`config.mk`:
```
export PLATFORM = sky130hd
export DESIGN_NAME = ysyx_22040386_lsu
export DESIGN_NICKNAME = d
export VERILOG_FILES = /design/src/rtl/ysyx_22040386_lsu_pkg.sv /design/src/rtl/ysyx_22040386_lsu_align.sv /design/src/rtl/ysyx_22040386_lsu.sv
export SDC_FILE = /design/constraint.sdc
export NUM_CORES = 1
export LEC_CHECK = 0
export BUFFER_PORTS_ARGS = -buffer_cell sky130_fd_sc_hd__buf_2
export CAP_MARGIN = 20
export CORE_AREA = 5 5 180 182
export CTS_BUF_LIST = sky130_fd_sc_hd__clkbuf_8
export DETAILED_ROUTE_END_ITERATION = 8
export DIE_AREA = 0 0 185 187
export PLACE_DENSITY_LB_ADDON = 0.25
export SLEW_MARGIN = 20
export SYNTH_ARGS = -nofsm -noshare
export SYNTH_HDL_FRONTEND = slang
export SYNTH_SLANG_ARGS = --single-unit
```
`constraint.sdc`:
```
create_clock -name i_clk -period 1.8 [get_ports i_clk]
set_input_delay 0.27 -clock i_clk [delete_from_list [all_inputs] [get_ports i_clk]]
set_output_delay 0.27 -clock i_clk [all_outputs]
set_load 0.05 [all_outputs]
```
`src/rtl/ysyx_22040386_lsu_pkg.sv`:
```
// ysyx_22040386_lsu_pkg: access-size encodings, FSM state codes and strobe constants shared by the LSU
package ysyx_22040386_lsu_pkg;
  localparam logic [2:0] LSU_B  = 3'b000;
  localparam logic [2:0] LSU_H  = 3'b001;
  localparam logic [2:0] LSU_W  = 3'b010;
  localparam logic [2:0] LSU_D  = 3'b011;
  localparam logic [2:0] LSU_BU = 3'b100;
  localparam logic [2:0] LSU_HU = 3'b101;
  localparam logic [2:0] LSU_WU = 3'b110;
  localparam logic [1:0] S_IDLE = 2'd0;
  localparam logic [1:0] S_REQ  = 2'd1;
  localparam logic [1:0] S_RESP = 2'd2;
  localparam logic [1:0] S_DONE = 2'd3;
  localparam logic [7:0] STRB_B = 8'h01;
  localparam logic [7:0] STRB_H = 8'h03;
  localparam logic [7:0] STRB_W = 8'h0f;
  localparam logic [7:0] STRB_D = 8'hff;
  function automatic logic [7:0] size_strb(input logic [1:0] sz);
    return sz == 2'd0 ? STRB_B : sz == 2'd1 ? STRB_H : sz == 2'd2 ? STRB_W : STRB_D;
  endfunction
endpackage

```
`src/rtl/ysyx_22040386_lsu_align.sv`:
```
// ysyx_22040386_lsu_align: store lane shift/strobes, misalign detect (st_*), load extract/extend (ld_*)
module ysyx_22040386_lsu_align
  import ysyx_22040386_lsu_pkg::*;
(
  input  logic [2:0]  st_off_i,
  input  logic [2:0]  st_mask_i,
  input  logic [63:0] st_data_i,
  output logic [63:0] wdata_o,
  output logic [7:0]  wstrb_o,
  output logic        misalign_o,
  input  logic [2:0]  ld_off_i,
  input  logic [2:0]  ld_mask_i,
  input  logic [63:0] rdata_i,
  output logic [63:0] ldata_o
);
  logic [2:0]  lo;
  logic [63:0] lane;
  // offset bits that must be zero for the access size: b 000, h 001, w 011, d 111
  assign lo = {&st_mask_i[1:0], st_mask_i[1], |st_mask_i[1:0]};
  assign misalign_o = (st_mask_i == 3'b111) | (|(st_off_i & lo));
  assign wdata_o = st_data_i << {st_off_i, 3'b000};
  assign wstrb_o = size_strb(st_mask_i[1:0]) << st_off_i;
  assign lane = rdata_i >> {ld_off_i, 3'b000};
  assign ldata_o = ld_mask_i == LSU_B  ? {{56{lane[7]}}, lane[7:0]}
                 : ld_mask_i == LSU_H  ? {{48{lane[15]}}, lane[15:0]}
                 : ld_mask_i == LSU_W  ? {{32{lane[31]}}, lane[31:0]}
                 : ld_mask_i == LSU_BU ? {56'd0, lane[7:0]}
                 : ld_mask_i == LSU_HU ? {48'd0, lane[15:0]}
                 : ld_mask_i == LSU_WU ? {32'd0, lane[31:0]}
                 : lane;
endmodule

```
`src/rtl/ysyx_22040386_lsu.sv`:
```
// ysyx_22040386_lsu: MEM stage; runs one valid/ready dmem transaction per load/store and stalls the pipe until it completes
module ysyx_22040386_lsu
  import ysyx_22040386_lsu_pkg::*;
#(
  parameter int XLEN        = 64,
  parameter int RSP_TIMEOUT = 256
) (
  input  logic            i_clk,
  input  logic            i_rst_n,
  input  logic            i_MEM_valid,
  input  logic [XLEN-1:0] i_MEM_ALUresult,
  input  logic [XLEN-1:0] i_MEM_mem_wr_data,
  input  logic [2:0]      i_MEM_mem_mask,
  input  logic            i_MEM_MemRead,
  input  logic            i_MEM_MemWrite,
  input  logic [XLEN-1:0] i_MEM_reg_wr_data,
  output logic [XLEN-1:0] o_MEM_reg_wr_data,
  output logic            o_MEM_stall,
  output logic            o_MEM_misalign,
  output logic            o_MEM_bus_err,
  output logic            o_dmem_req_valid,
  input  logic            i_dmem_req_ready,
  output logic [XLEN-1:0] o_dmem_addr,
  output logic            o_dmem_wen,
  output logic [XLEN-1:0] o_dmem_wdata,
  output logic [7:0]      o_dmem_wstrb,
  input  logic            i_dmem_rsp_valid,
  input  logic [XLEN-1:0] i_dmem_rdata,
  input  logic            i_dmem_rsp_err
);
  localparam int CW = $clog2(RSP_TIMEOUT);
  logic [1:0]      state_q, state_d;
  logic [CW-1:0]   cnt_q, cnt_d;
  logic [63:0]     addr_q, wdata_q, rdata_q, st_wdata, ldata;
  logic [7:0]      wstrb_q, st_wstrb;
  logic [2:0]      mask_q;
  logic            wen_q, err_q, acc, wr, mis, go, idle, timeout;
  assign acc = i_MEM_valid & (i_MEM_MemRead | i_MEM_MemWrite);
  // read wins when both controls are set
  assign wr = i_MEM_MemWrite & ~i_MEM_MemRead;
  assign idle = state_q == S_IDLE;
  assign go = idle & acc & ~mis;
  assign timeout = cnt_q == CW'(RSP_TIMEOUT - 1);
  ysyx_22040386_lsu_align u_align (
    .st_off_i   (i_MEM_ALUresult[2:0]),
    .st_mask_i  (i_MEM_mem_mask),
    .st_data_i  (i_MEM_mem_wr_data),
    .wdata_o    (st_wdata),
    .wstrb_o    (st_wstrb),
    .misalign_o (mis),
    .ld_off_i   (addr_q[2:0]),
    .ld_mask_i  (mask_q),
    .rdata_i    (i_dmem_rdata),
    .ldata_o    (ldata)
  );
  always_comb begin
    state_d = state_q;
    cnt_d = cnt_q;
    case (state_q)
      S_IDLE: state_d = go ? S_REQ : S_IDLE;
      S_REQ: begin
        state_d = i_dmem_req_ready ? S_RESP : S_REQ;
        cnt_d = i_dmem_req_ready ? '0 : cnt_q;
      end
      S_RESP: begin
        state_d = (i_dmem_rsp_valid | timeout) ? S_DONE : S_RESP;
        cnt_d = cnt_q + 1'b1;
      end
      default: state_d = S_IDLE;
    endcase
  end
  always_ff @(posedge i_clk or negedge i_rst_n) begin
    if (!i_rst_n) begin
      state_q <= S_IDLE;
      cnt_q <= '0;
      addr_q <= '0;
      wdata_q <= '0;
      wstrb_q <= '0;
      mask_q <= '0;
      wen_q <= 1'b0;
      rdata_q <= '0;
      err_q <= 1'b0;
    end else begin
      state_q <= state_d;
      cnt_q <= cnt_d;
      if (go) begin
        addr_q <= i_MEM_ALUresult;
        wdata_q <= st_wdata;
        wstrb_q <= wr ? st_wstrb : 8'h00;
        mask_q <= i_MEM_mem_mask;
        wen_q <= wr;
      end
      if (state_q == S_RESP && (i_dmem_rsp_valid || timeout)) begin
        rdata_q <= (i_dmem_rsp_valid && !i_dmem_rsp_err) ? ldata : '0;
        err_q <= i_dmem_rsp_valid ? i_dmem_rsp_err : 1'b1;
      end
    end
  end
  // combinational outputs are forced low while reset is held so the pipe sees a quiet MEM stage
  assign o_MEM_stall = i_rst_n & (go | state_q == S_REQ | state_q == S_RESP);
  assign o_MEM_misalign = i_rst_n & idle & acc & mis;
  assign o_MEM_bus_err = state_q == S_DONE & err_q;
  assign o_MEM_reg_wr_data = !i_rst_n ? '0
                           : state_q == S_DONE ? (wen_q ? i_MEM_reg_wr_data : rdata_q)
                           : (idle & ~(acc & mis)) ? i_MEM_reg_wr_data
                           : '0;
  assign o_dmem_req_valid = state_q == S_REQ;
  assign o_dmem_addr = {addr_q[63:3], 3'b000};
  assign o_dmem_wen = wen_q;
  assign o_dmem_wdata = wdata_q;
  assign o_dmem_wstrb = wstrb_q;
endmodule

```
==> impl_metrics.yaml <==
yosys:
  async_flop_share_pct: 100.0
  syn_inst: 1384
  synth_ff_type: "dfrtp_1"
  synth_most_common_cell: "dfrtp_1"
  synth_seq_cells: 215
  synth_warnings: 0
  synth_commonest_cells: "dfrtp_1, nand2_1, nor2b_1"
  yosys.area.top_type: "dfrtp_1"
  syn_area_sq_mm: 0.01330
  synth-edff-count: 0
  ys_seq_area_share_pct: 40.45
  syn-mean-instance-area_sq_um: 9.611
  synth_cell_types: 58
  synth.area.top_cells: "dfrtp_1, mux2_2, mux2i_1"
  synth_top_area_share_pct: 40.45
cts:
  tritoncts: "done"
  root_buffer: "clkbuf_8"
  cts_buffers: 40
  clk_pin_slew_ns: 0.06
  cts.htree.levels: 2
  insertion_delay_ns: 0.55
  cts.path.max_buffers: 3
  clkSinkCount: 215
global_route:
  grt_pass1_wl_mm: 80.51
  grt_antenna_before_repair: 9
  grt_pass1_vias: 14340
  grt-ovfl-total: 0
  grt_use_total_pct: 29.36
  grt_max_degree: 65
setup_path:
  critical_path.cell_chain: "buf_4 -> buf_6 -> nand2_4 -> nor2_4 -> buf_12 -> buf_4 -> a22oi_2 -> nor2b_4 -> buf_12"
  startpoint_type: "register"
  cp_num_buf_inv: 5
  reg2reg_from: "state_q[0]"
  critPathMaxFanout: 11
  critPathKind: "register to primary output"
  worstPathRequired_ns: 1.53
  endpoint_kind: "primary output"
  slowest_delay_ns: 0.48
  r2r_cells: 10
  path_delay_family: "buffers and inverters"
  critical_path.slowest_cell: "dfrtp_2"
  reg2reg_to: "addr_q[39]"
  reg2reg_slack_ns: -0.34
  crit_arrival_ns: 2.24
detailed_routing:
  drt_wl_total_mm: 54.37
  vias_per_cell: 5.640
  top_layer_used: "met5"
  drtIter0Drc: 904
  final_antenna_net_count: 0
  wire_per_inst_um: 22.14
  wl_met2_mm: 27.17
  dr.pass1.iters: 5
  met3WireLength_mm: 4.668
  met1_length_mm: 20.26
  num_vias: 13850
  drc: 0
die:
  die_h_um: 187
  die_w_um: 185
  initial_core_util_pct: 43.71
  die-area_sq_mm: 0.03460
  core_sq_mm: 0.03043
  io_pins: 472
  rows: 64
power_and_ir_drop:
  ir_drop_mv: 1.322
  p_leak_nw: 10.16
  power.switching_mw: 18.42
  powerDensity_mw_per_mm2: 1744
  p_int_mw: 19.14
  seq_power_share_pct: 22.3
  power.share.switching_pct: 49.05
  p_clk_share_pct: 13.2
  power.share.combinational_pct: 64.5
min_path:
  hold_path_class: "input port to register"
  min_to: "o_dmem_wdata[6]"
  hp-start: "i_MEM_mem_wr_data[6]"
  hold_depth: 3
timing:
  fin_crit_sh_pct: 139.2
  fin_ws_ns: -0.7064
  tns_ns: -92.96
  maxSlewHeadroom_pct: 44.58
  whs_ns: 0.02621
  tightest_slew_ns: 0.8313
  setup_viol: 276
  skew_ns: 0.01560
  fin_crit_ns: 2.506
  rsz0062_at_grt: "true"
  hold_viol_final: 0
  slew_violations: 0
  max_clock_freq_mhz: 399.0
status:
  status: "complete, but fails checks"
  violations: "setup timing"
final_layout:
  syn2layout_area_growth_pct: 61.95
  fillerInstances: 2181
  nNetsFinal: 2293
  fin_area_sq_mm: 0.02154
  drive_above_1_share_pct: 57.45
placement:
  gp_congestion: 0.9240
  io_buffers: 468
  postPlaceCellArea_sq_mm: 0.01784
  dp_hpwl_mm: 39.13
job:
  drv_cap: 0
-- worst register-to-register path, stage by stage, from the launching register on --
cell	delay [ns]
dfrtp_2	0.48
buf_6	0.15
buf_6	0.10
nor3_2	0.15
buf_4	0.14
nand3_4	0.11
buf_6	0.16
buf_12	0.13
buf_12	0.15
buf_12	0.17
mux2_2	0.28
-- registers in the layout, summed over array words and instances (netlist names) --
register / flops
addr_q: 64
cnt_q: 8
err_q: 1
mask_q: 3
o_dmem_wdata: 64
o_dmem_wen: 1
o_dmem_wstrb: 8
rdata_q: 64
state_q: 2
-- stage by stage --
stage,instances,utilization (%),setup WS [ns],power (mW)
2_1_floorplan,1386,-,-0.5684,22.83
3_3_place_gp,2261,58.63,-0.2436,28.08
3_5_place_dp,2261,58.63,-0.2758,28.39
4_1_cts,2432,68.60,-0.7446,36.52
5_1_grt,2455,70.79,-0.7848,39.25
6_report,2456,70.79,-0.7064,37.57
-- placed cells by master, fill, tap and decap left out, types with 7 or more instances in the layout --
cell | synthesis | routed
buf_2 | 41 | 398
dfrtp_1 | 215 | 210
buf_4 | 67 | 170
nand2_1 | 157 | 144
buf_6 | 3 | 83
mux2_2 | 81 | 78
nor2_1 | 79 | 73
dlygate4sd3_1 | 0 | 66
a21oi_1 | 78 | 63
a22oi_2 | 0 | 62
nor2b_4 | 0 | 61
clkbuf_8 | 0 | 52
mux2i_1 | 83 | 50
buf_12 | 0 | 44
o21ai_0 | 69 | 40
mux4_2 | 29 | 29
nor2b_1 | 92 | 27
o21ai_2 | 10 | 24
o21ai_1 | 10 | 23
nand3_1 | 23 | 21
a221o_1 | 19 | 19
o22ai_1 | 18 | 17
mux2i_4 | 0 | 17
a21o_1 | 16 | 16
mux2i_2 | 0 | 16
a211oi_1 | 20 | 14
inv_1 | 5 | 12
nand2_2 | 0 | 12
o31ai_1 | 23 | 12
nor3_2 | 0 | 11
nand2b_1 | 13 | 9
a21oi_4 | 1 | 9
o211ai_1 | 9 | 9
clkbuf_16 | 0 | 9
o31ai_2 | 0 | 8
a21oi_2 | 0 | 7
clkinv_2 | 0 | 7
-- final cells by class --
class,instances,area [sq um],area share (%)
Multi-Input combinational cell,981,8578,39.82
Timing Repair Buffer,781,6197,28.77
Sequential cell,215,5389,25.02
Clock buffer,52,715.7,3.322
Tap cell,396,495.5,2.300
Clock inverter,19,126.4,0.5866
Inverter,6,25.02,0.1162
Antenna cell,6,15.01,0.06970
-- worst max-delay path by stage --
stage,startpoint,end,cells after the start
3_3_place_gp,i_MEM_ALUresult[2],o_MEM_reg_wr_data[0],9
6_report,state_q[0],o_MEM_reg_wr_data[8],9
3_5_place_dp,i_MEM_ALUresult[2],o_MEM_reg_wr_data[6],9
4_1_cts,state_q[1],o_MEM_reg_wr_data[8],8
5_1_grt,state_q[1],o_MEM_reg_wr_data[8],9
2_1_floorplan,state_q[0],o_MEM_stall,5
-- routing by layer --
metal  GRT usage [%]  vias to the layer above
li1                -                     6254
met1           35.18                     6774
met2           50.88                      682
met3           7.079                      137
met4           11.07                        4
met5               0                        -
-- what timing repair did --
| item | in CTS | in global routing |
|---|---|---|
| cloned | 6 | 10 |
| setup endpoints to repair | 131 | 265 |
| buffers inserted | 28 | 9 |
| resized for setup | 290 | 92 |
| pin swaps | 112 | 68 |
| hold buffers | 66 | 0 |
| endpoints found under the hold margin | 133 | 0 |
-- power groups by stage --
stage	Combinational (mW)	Clock [mW]	Sequential, mW
2_1_floorplan	12.7	0	10.1
3_3_place_gp	19.8	0	8.25
3_5_place_dp	20.1	0	8.30
4_1_cts	23.2	5.07	8.27
5_1_grt	25.4	5.29	8.55
6_report	24.2	4.97	8.37
-- kinds of logic after synthesis --
kind of cell | count (synthesis) | synth area share, %
other | 1 | 0.02819
DFF | 215 | 40.45
buffers and inverters | 190 | 7.826
adders and majority gates | 1 | 0.09405
and+or+nand+nor | 415 | 15.02
AOI/OAI and AO/OA | 369 | 18.57
muxes | 193 | 18.01
No activity file was read; power rests on OpenSTA's default activity.
